## src/rtl/rob_controller_pkg.sv

```systemverilog
// Shared ROB constants, tag type and the 1-based pointer wrap used by the
// controller and by dispatch.
package rob_controller_pkg;

  localparam int ROB_SIZE = 16;
  localparam int TAG_W    = $clog2(ROB_SIZE + 1);

  typedef logic [TAG_W-1:0] rob_tag_t;

  // Tags run 1..size; tag 0 is reserved for "no entry", so size wraps to 1.
  function automatic int rob_next(input int tag, input int size = ROB_SIZE);
    return tag % size + 1;
  endfunction

endpackage

```

## src/rtl/rob_pointer.sv

```systemverilog
// 1-based wrapping ROB pointer with synchronous clear and increment; used
// for both the head and the tail.
module rob_pointer
  import rob_controller_pkg::*;
#(
  parameter int SIZE = ROB_SIZE,
  parameter int W    = $clog2(SIZE + 1)
) (
  input  logic         clk,
  input  logic         reset,
  input  logic         clear,
  input  logic         inc,
  output logic [W-1:0] ptr
);

  always_ff @(posedge clk) begin
    if (reset || clear) begin
      ptr <= W'(1);
    end else if (inc) begin
      ptr <= W'(rob_next(int'(ptr), SIZE));
    end
  end

endmodule

```

## src/rtl/rob_controller.sv

```systemverilog
// ROB bookkeeping: allocates tags to dispatch, records CDB completions in
// per-entry done bits and retires the head entry in order.
module rob_controller #(
  parameter int ROB_SIZE = rob_controller_pkg::ROB_SIZE,
  parameter int TAG_W    = $clog2(ROB_SIZE + 1)
) (
  input  logic             clk,
  input  logic             reset,
  input  logic             alloc_req,
  output logic             alloc_grant,
  output logic [TAG_W-1:0] alloc_tag,
  input  logic             complete_valid,
  input  logic [TAG_W-1:0] complete_tag,
  input  logic             commit_ready,
  output logic             commit_valid,
  output logic [TAG_W-1:0] commit_tag,
  input  logic             flush,
  output logic             rob_full,
  output logic             rob_empty,
  output logic [TAG_W-1:0] rob_count
);

  import rob_controller_pkg::*;

  logic [TAG_W-1:0]    head;
  logic [TAG_W-1:0]    tail;
  logic [TAG_W-1:0]    count_q;
  logic [TAG_W-1:0]    next_count;
  logic                full_q;
  logic                empty_q;
  logic [ROB_SIZE-1:0] done_q;
  logic [ROB_SIZE-1:0] occupied;
  logic                head_done;

  rob_pointer #(.SIZE(ROB_SIZE), .W(TAG_W)) u_head (
    .clk   (clk),
    .reset (reset),
    .clear (flush),
    .inc   (commit_valid),
    .ptr   (head)
  );

  rob_pointer #(.SIZE(ROB_SIZE), .W(TAG_W)) u_tail (
    .clk   (clk),
    .reset (reset),
    .clear (flush),
    .inc   (alloc_grant),
    .ptr   (tail)
  );

  // An entry is live when its distance from head (mod size) is below count,
  // which also rejects completions carrying stale tags after a flush.
  always_comb begin
    occupied  = '0;
    head_done = 1'b0;
    for (int i = 0; i < ROB_SIZE; i++) begin
      occupied[i] = ((i + 1 - int'(head) + ROB_SIZE) % ROB_SIZE) < int'(count_q);
      if (int'(head) == i + 1) begin
        head_done = done_q[i];
      end
    end
  end

  assign alloc_grant  = alloc_req & ~full_q & ~flush & ~reset;
  assign commit_valid = ~empty_q & head_done & commit_ready & ~flush & ~reset;
  assign alloc_tag    = tail;
  assign commit_tag   = head;
  assign rob_full     = full_q;
  assign rob_empty    = empty_q;
  assign rob_count    = count_q;

  always_comb begin
    next_count = count_q;
    if (alloc_grant && !commit_valid) begin
      next_count = count_q + TAG_W'(1);
    end else if (commit_valid && !alloc_grant) begin
      next_count = count_q - TAG_W'(1);
    end
  end

  always_ff @(posedge clk) begin
    if (reset || flush) begin
      count_q <= '0;
      full_q  <= 1'b0;
      empty_q <= 1'b1;
    end else begin
      count_q <= next_count;
      full_q  <= (next_count == TAG_W'(ROB_SIZE));
      empty_q <= (next_count == '0);
    end
  end

  // Allocation and retirement both recycle a slot, so they win over a completion.
  always_ff @(posedge clk) begin
    if (reset || flush) begin
      done_q <= '0;
    end else begin
      for (int i = 0; i < ROB_SIZE; i++) begin
        if (alloc_grant && tail == TAG_W'(i + 1)) begin
          done_q[i] <= 1'b0;
        end else if (commit_valid && head == TAG_W'(i + 1)) begin
          done_q[i] <= 1'b0;
        end else if (complete_valid && complete_tag == TAG_W'(i + 1) && occupied[i]) begin
          done_q[i] <= 1'b1;
        end
      end
    end
  end

  always @(posedge clk) begin
    if (!reset) begin
      assert (int'(tail) == (int'(head) - 1 + int'(count_q)) % ROB_SIZE + 1);
    end
  end

endmodule

```

## config.mk

```make
export PLATFORM = sky130hd
export DESIGN_NAME = rob_controller
export DESIGN_NICKNAME = d
export VERILOG_FILES = /design/src/rtl/rob_controller_pkg.sv /design/src/rtl/rob_pointer.sv /design/src/rtl/rob_controller.sv
export SDC_FILE = /design/constraint.sdc
export NUM_CORES = 1
export LEC_CHECK = 0
export CORE_AREA = 2 2 81 161
export DETAILED_ROUTE_END_ITERATION = 10
export DIE_AREA = 0 0 83 163
export GPL_TIMING_DRIVEN = 1
export HOLD_SLACK_MARGIN = 0.02
export PLACE_DENSITY_LB_ADDON = 0.15
export SYNTH_ARGS = -nofsm -noshare
export SYNTH_HDL_FRONTEND = slang
export SYNTH_HIERARCHICAL = 1
export SYNTH_SLANG_ARGS = --single-unit
```

## constraint.sdc

```tcl
create_clock -name clk -period 4.3 [get_ports clk]
set_input_delay 0.43 -clock clk [delete_from_list [all_inputs] [get_ports clk]]
set_output_delay 0.43 -clock clk [all_outputs]
set_load 0.05 [all_outputs]
```

# Word-level counts from Yosys, hierarchy flattened
# Index checks and enable logic that the tools add are counted.
[op_classes] add_sub_neg=36 magnitude_cmp=16 n_eq_ne=65 muxes=18 bitwise_logic=27 reduce_logical=102
[ops] cell="$eq A5 B4 Y1 const B" count=28
[ops] cell="$add A6 B6 Y7 const B" count=16
[ops] cell="$lt A5 B6 Y1" count=16
[ops] cell="$eq A5 B3 Y1 const B" count=14
[ops] cell="$logic_and A1 B1 Y1" count=66
[ops] cell="$eq A5 B5 Y1 const B" count=13
[ops] cell="$reduce_or A4 Y1" count=16
[ops] cell="$reduce_or A3 Y1" count=16
[ops] cell="$sub A4 B5 Y6 const A" count=8
[ops] cell="$eq A5 B2 Y1 const B" count=7
[ops] cell="$sub A3 B5 Y6 const A" count=4
[ops] cell="$and A1 B1 Y1" count=23
[ops] cell="$mux W1" count=16
[ops] cell="$eq A5 B1 Y1 const B" count=3
[ops] cell="$sub A2 B5 Y6 const A" count=2
[ops] cell="$add A4 B1 Y5 const B" count=2
[ops] cell="$mux W5" count=2
[ops] cell="$sub A1 B5 Y6 const A" count=1
[ops] cell="$sub A5 B5 Y6 const A" count=1
[ops] cell="$add A5 B1 Y5 const B" count=1
[ops] cell="$logic_not A5 Y1" count=1
[ops] cell="$sub A5 B1 Y5 const B" count=1
[ops] cell="$not A1 Y1" count=4
[ops] cell="$logic_not A1 Y1" count=2
[ops] cell="$logic_or A1 B1 Y1" count=1
[totals] regBits=33 out_inout_bits=19 elab_cells=285

# Logic depth before layout (Yosys ltp)
[depth] ltp_word=25 ltp_mapped=13

# Modules after synthesis
# Netlist, hierarchy kept.
[by_module_without_submodules] mod="rob_controller" n_inst=1 cells_per_inst=395 area_per_inst_um2=3110.5 seq_area_each_um2=460.4
[by_module_without_submodules] mod="rob_pointer" n_inst=2 cells_per_inst=22 area_per_inst_um2=247.7 seq_area_each_um2=100.1

# Worst setup path after synthesis
# Ideal clock, no wire load.
[synth_timing] path_type="register to register" startpoint="register u_head.ptr[1]" endpoint="register u_head.ptr[3]" setup_ps=121 arrival_ps=3829 required_ps=4179 setup_slack_ps=349 stages_incl_launch_ff=13 path_buffers=2 path_cell_list="dfxtp_1 inv_1 ha_1 clkbuf_1 and2_1 ha_1 nor2b_1 nor4b_4 nand2_1 nand2_2 buf_6 nand4_4 mux2_4"
[synth_between] elab_chain_cells=21
[synth_rtl] element="start, declared" line_no="rob_pointer.sv:13" source="output logic [W-1:0] ptr"
[synth_rtl] element="start signal, assigned" line_no="rob_pointer.sv:20" source="ptr <= W'(rob_next(int'(ptr), SIZE));"
[synth_rtl] element="$eq A5 B2 Y1" line_no="rob_controller.sv:58" source="if (int'(head) == i + 1) begin"
[synth_rtl] element="$mux W1 (15 in series)" line_no="rob_controller.sv:58"
[synth_rtl] element="$mux W1 (*)" line_no="rob_controller.sv:58"
[synth_rtl] element="$and A1 B1 Y1 (*) (4 in series)" line_no="rob_controller.sv:65" source="assign commit_valid = ~empty_q & head_done & commit_ready & ~flush & ~reset;"
[synth_rtl] element="named net commit_valid" line_no="rob_controller.sv:15" source="output logic commit_valid,"
# Mark *: on every way through the listed nets, which the timed path passes. The rest lies on a longest branch.
# A chain may end at the register's enable or synchronous reset.

# Final worst setup path
[layout_timing] startpoint="register u_head.ptr[3]" endpoint="output port commit_valid"
[layout_between] elab_chain_cells=21
[layout_rtl] element="$eq A5 B2 Y1" line_no="rob_controller.sv:58"
[layout_rtl] element="$mux W1 (15 in series)" line_no="rob_controller.sv:58"
[layout_rtl] element="$mux W1 (*)" line_no="rob_controller.sv:58"
[layout_rtl] element="$and A1 B1 Y1 (*) (4 in series)" line_no="rob_controller.sv:65"
[layout_rtl] element="end, declared" line_no="rob_controller.sv:15"
# Every way passes the cells marked *; elsewhere a longest branch is shown, timed or not.

==> summary by stage <==
Critical path
The cell type group with the largest total delay on the critical path is simple AND/OR/NAND/NOR gates. The critical path runs through a total of 10 cells. The critical path launch point type is a register. The worst setup path is captured at an output pin. The signal on the critical path passes through clkinv_1, buf_4, ha_1, and2_1, ha_1, nor2b_1, nor4b_4, nand2_1, nand2_2, buf_12. The peak fanout along the critical path is 17. The cell that appears most often on the critical path is sky130_fd_sc_hd__ha_1. For this design, the slowest cell found on the critical path is sky130_fd_sc_hd__dfxtp_1.

The critical path start-end classification is reg2out. The critical path data required time is 3.87 ns. Counting cells, the worst reg-to-reg path comes to 11. Counting both buffers and inverters, the worst setup path holds a total of 3. The critical path's largest stage delay is 0.43 ns. The data arrival time of the critical path is 3.23 ns.

Hold path
The worst hold path depth is 2. The worst hold-check path type is reg2reg.

Drt
For this block, the routed nets add up to 12200 µm of wire. The via-per-instance ratio is 5.68. The routed wire length per instance is 19.8 µm.

The final antenna-violating net count is 0. The iteration count of the initial detailed-routing pass is 5. The via count of the routed design is 3505. The detailed-route DRC error count is 0. For this block, the initial DRC count from the detailed router was 290.

Timing
The final count of negative-setup-slack endpoints is 0. The max-slew violation count is 0. Static timing analysis puts the maximum clock frequency at 0.273 GHz. The headroom to the max-slew limit is 0.453. The accumulated negative setup slack is 0 ns. For the final database, setup skew stands at 0.00555 ns.

For the pin with the worst max-slew slack, the measured transition is 0.819 ns. Setup repair after global routing left no endpoint under its margin. The clock period could shrink to 3.66 ns. The total count of hold-check failures in the final report is 0.

The final worst hold slack is 0.515 ns. The final critical-path share of the clock period is 0.850.

Clock network
The clock latency on the worst-skew pair is 0.28 ns. The CTS buffer count is 5. Once the clock tree was built, the setup fixing pass inserted 0 buffers.

The longest clock path from root to sink contains 2 buffers. The cell at the root of the clock tree is sky130_fd_sc_hd__clkbuf_16. The clock transition at the register clock pins on the worst setup and hold paths after CTS is 0.05 ns. The total number of H-tree levels is 2. The number of hold buffers added after CTS was 0. The count of clock tree sinks is 33. The TritonCTS clock tree is built.

Gates resized during post-CTS repair numbered 0.

Placed design
The half-perimeter wire length after placement is 9330 µm. The count of buffers inserted at the top-level ports is 29. At the end of routability-driven placement, the weighted congestion stood at 0.873.

Floorplanning
Measured along the x axis, the die boundary spans 83 µm. The count of boundary I/O pins is 30. The area of the die is 13500 µm². The initialized floorplan defines 58 standard-cell rows. The height of the chip is 163 µm. After floorplanning, the core was sized to cover 12400 µm². The initial utilization of the core area, before any placement, comes to 0.291.

Global route
The maximum number of pins on one net before global-route repair is 22. The number of global-route vias before repair is 3467. The residual overflow from global routing is 0. The number of antenna violations at the first check in global routing is 0. The wire length of the first global-routing pass is 19500 µm. The total global routing track utilization is 0.180.

Cells and area
The count of antenna diodes in the layout is 0. The area overhead of the layout relative to synthesis is 17.9%. The share of the core filled with cells in the final layout is 0.343. The share of cells above drive strength 1 is 0.101. The post-layout net count is 528.

Power and ir drop
The leakage power figure is 1.70 nW. The power density relative to cell area is 187 nW/µm². The worst supply voltage drop on vdd is 129 µV.

Synthesis
Dividing the synthesized area by the synthesized cell count gives 8.21 µm². After synthesis, the most frequently instantiated cells are 51 x sky130_fd_sc_hd__ha_1, 39 x sky130_fd_sc_hd__a21oi_1, 33 x sky130_fd_sc_hd__dfxtp_1, 33 x sky130_fd_sc_hd__nand2_1, 25 x sky130_fd_sc_hd__inv_1. The post-synthesis net count is 501.

For this run, asynchronously set or reset flops after synthesis account for 0. Counting flops and latches in the post-synthesis netlist gives 33. The mapped netlist covers 3610 µm². Yosys mapped a number of flops with a built-in enable equal to 0. Yosys attributes the largest share of cell area to sky130_fd_sc_hd__dfxtp_1 18%, sky130_fd_sc_hd__ha_1 18%, sky130_fd_sc_hd__a21oi_1 5.4%, sky130_fd_sc_hd__nand2_1 3.4%, sky130_fd_sc_hd__xnor2_1 2.7%. The count of cell types in the netlist is 70. After technology mapping, the gate count stands at 439.

Among all flip-flop cells after synthesis, the most frequent one is sky130_fd_sc_hd__dfxtp_1. The biggest area contributor in the post-synthesis netlist is sky130_fd_sc_hd__dfxtp_1. The cell with the most instances after synthesis is sky130_fd_sc_hd__ha_1.

The Yosys step of the flow raised 6 warnings. The sequential share of the synthesized area is 0.183. The share of the synthesized area in the top cell type is 0.183.

Job
The count of maximum capacitance violations is 0.

Outcome
The flow ran to the end, and the final reports show no timing, DRC or antenna violations.
[layout make-up]
| cell class | count | area, µm² |
|---|---|---|
| fillers | 1317 | 8160 |
| clock buffers | 7 | 143 |
| clock inverters | 1 | 30.0 |
| well taps | 150 | 188 |
| flip-flops and latches | 33 | 661 |
| multi-input cells | 358 | 2740 |
| repair buffers | 40 | 380 |
| inverters | 28 | 105 |
[flip-flops by register name, indices dropped and copies added (netlist names)]
| register | count |
|---|---|
| done_q | 16 |
| rob_count | 5 |
| u_head/ptr | 5 |
| u_tail/ptr | 5 |
| rob_empty | 1 |
| rob_full | 1 |
[through the flow]
step                instances  cell area [µm²]  setup WS, ns  power, mW
finish                    617             4250         0.643      0.793
global placement          609             4080          1.01      0.376
global route              617             4250         0.377      0.816
floorplan                 439             3610         0.349      0.350
CTS                       617             4250         0.606      0.800
detailed placement        609             4080         0.910      0.375
[report_power, final]
part | switching [mW] | internal, mW | leakage, nW
sequential | 0.00257 | 0.307 | 0.266
clock | 0.135 | 0.289 | 0.0841
combinational | 0.0359 | 0.0234 | 1.35
total | 0.174 | 0.620 | 1.70
[routing by layer]
layer	vias up	GRT usage	part of all wire	wire length (µm)
met5	-	0	0	0
met4	0	0.0663	0.032	385
met3	29	0.0279	0.053	640
met2	111	0.299	0.47	5710
met1	1637	0.236	0.45	5450
li1	1728	-	-	-
[layout by cell type (no fill, tap or decap), drive strengths merged, types with 4 or more instances in the layout]
cell           count
or3                4
nand3b             8
clkdlybuf4s50     27
o211ai             5
o311a              6
a311oi             7
a311o              5
nor2b              9
buf               13
and2               6
o221ai             8
nand2             34
or2                5
a41oi              5
o21ai             16
a211oi             5
xnor2             11
nand3              8
nand2b             9
a31oi             12
clkbuf             7
nand4              8
ha                51
dfxtp             33
inv               26
nor2              21
nor3               9
a21o               9
a21oi             41
a32oi              4
and3               5
[worst register-to-register path: stages (launching register included)]
cell	delay [ns]
sky130_fd_sc_hd__dfxtp_1	0.43
sky130_fd_sc_hd__clkinv_1	0.09
sky130_fd_sc_hd__buf_4	0.18
sky130_fd_sc_hd__ha_1	0.33
sky130_fd_sc_hd__and2_1	0.20
sky130_fd_sc_hd__ha_1	0.20
sky130_fd_sc_hd__nor2b_1	0.16
sky130_fd_sc_hd__nor4b_4	0.41
sky130_fd_sc_hd__nand2_1	0.31
sky130_fd_sc_hd__nand2_2	0.42
sky130_fd_sc_hd__nand4_4	0.12
sky130_fd_sc_hd__mux2_4	0.31
[worst paths after layout]
| kind | startpoint | endpoint | slack (ns) |
|---|---|---|---|
| setup reg to reg | u_head/ptr[3] | u_head/ptr[3] | 1.00 |
| setup / recovery | u_head/ptr[3] | commit_valid | 0.64 |
| hold reg to reg | done_q[4] | done_q[4] | 0.52 |
| hold / removal | done_q[4] | done_q[4] | 0.52 |
[logic make-up after synthesis]
kind of cell	share of synthesized area
xor+xnor	0.0316
flops	0.183
buf+inv	0.0559
simple gates	0.224
mux	0.0139
compound gates	0.311
fa+ha+maj	0.180
(Power assumes the default switching activity.)
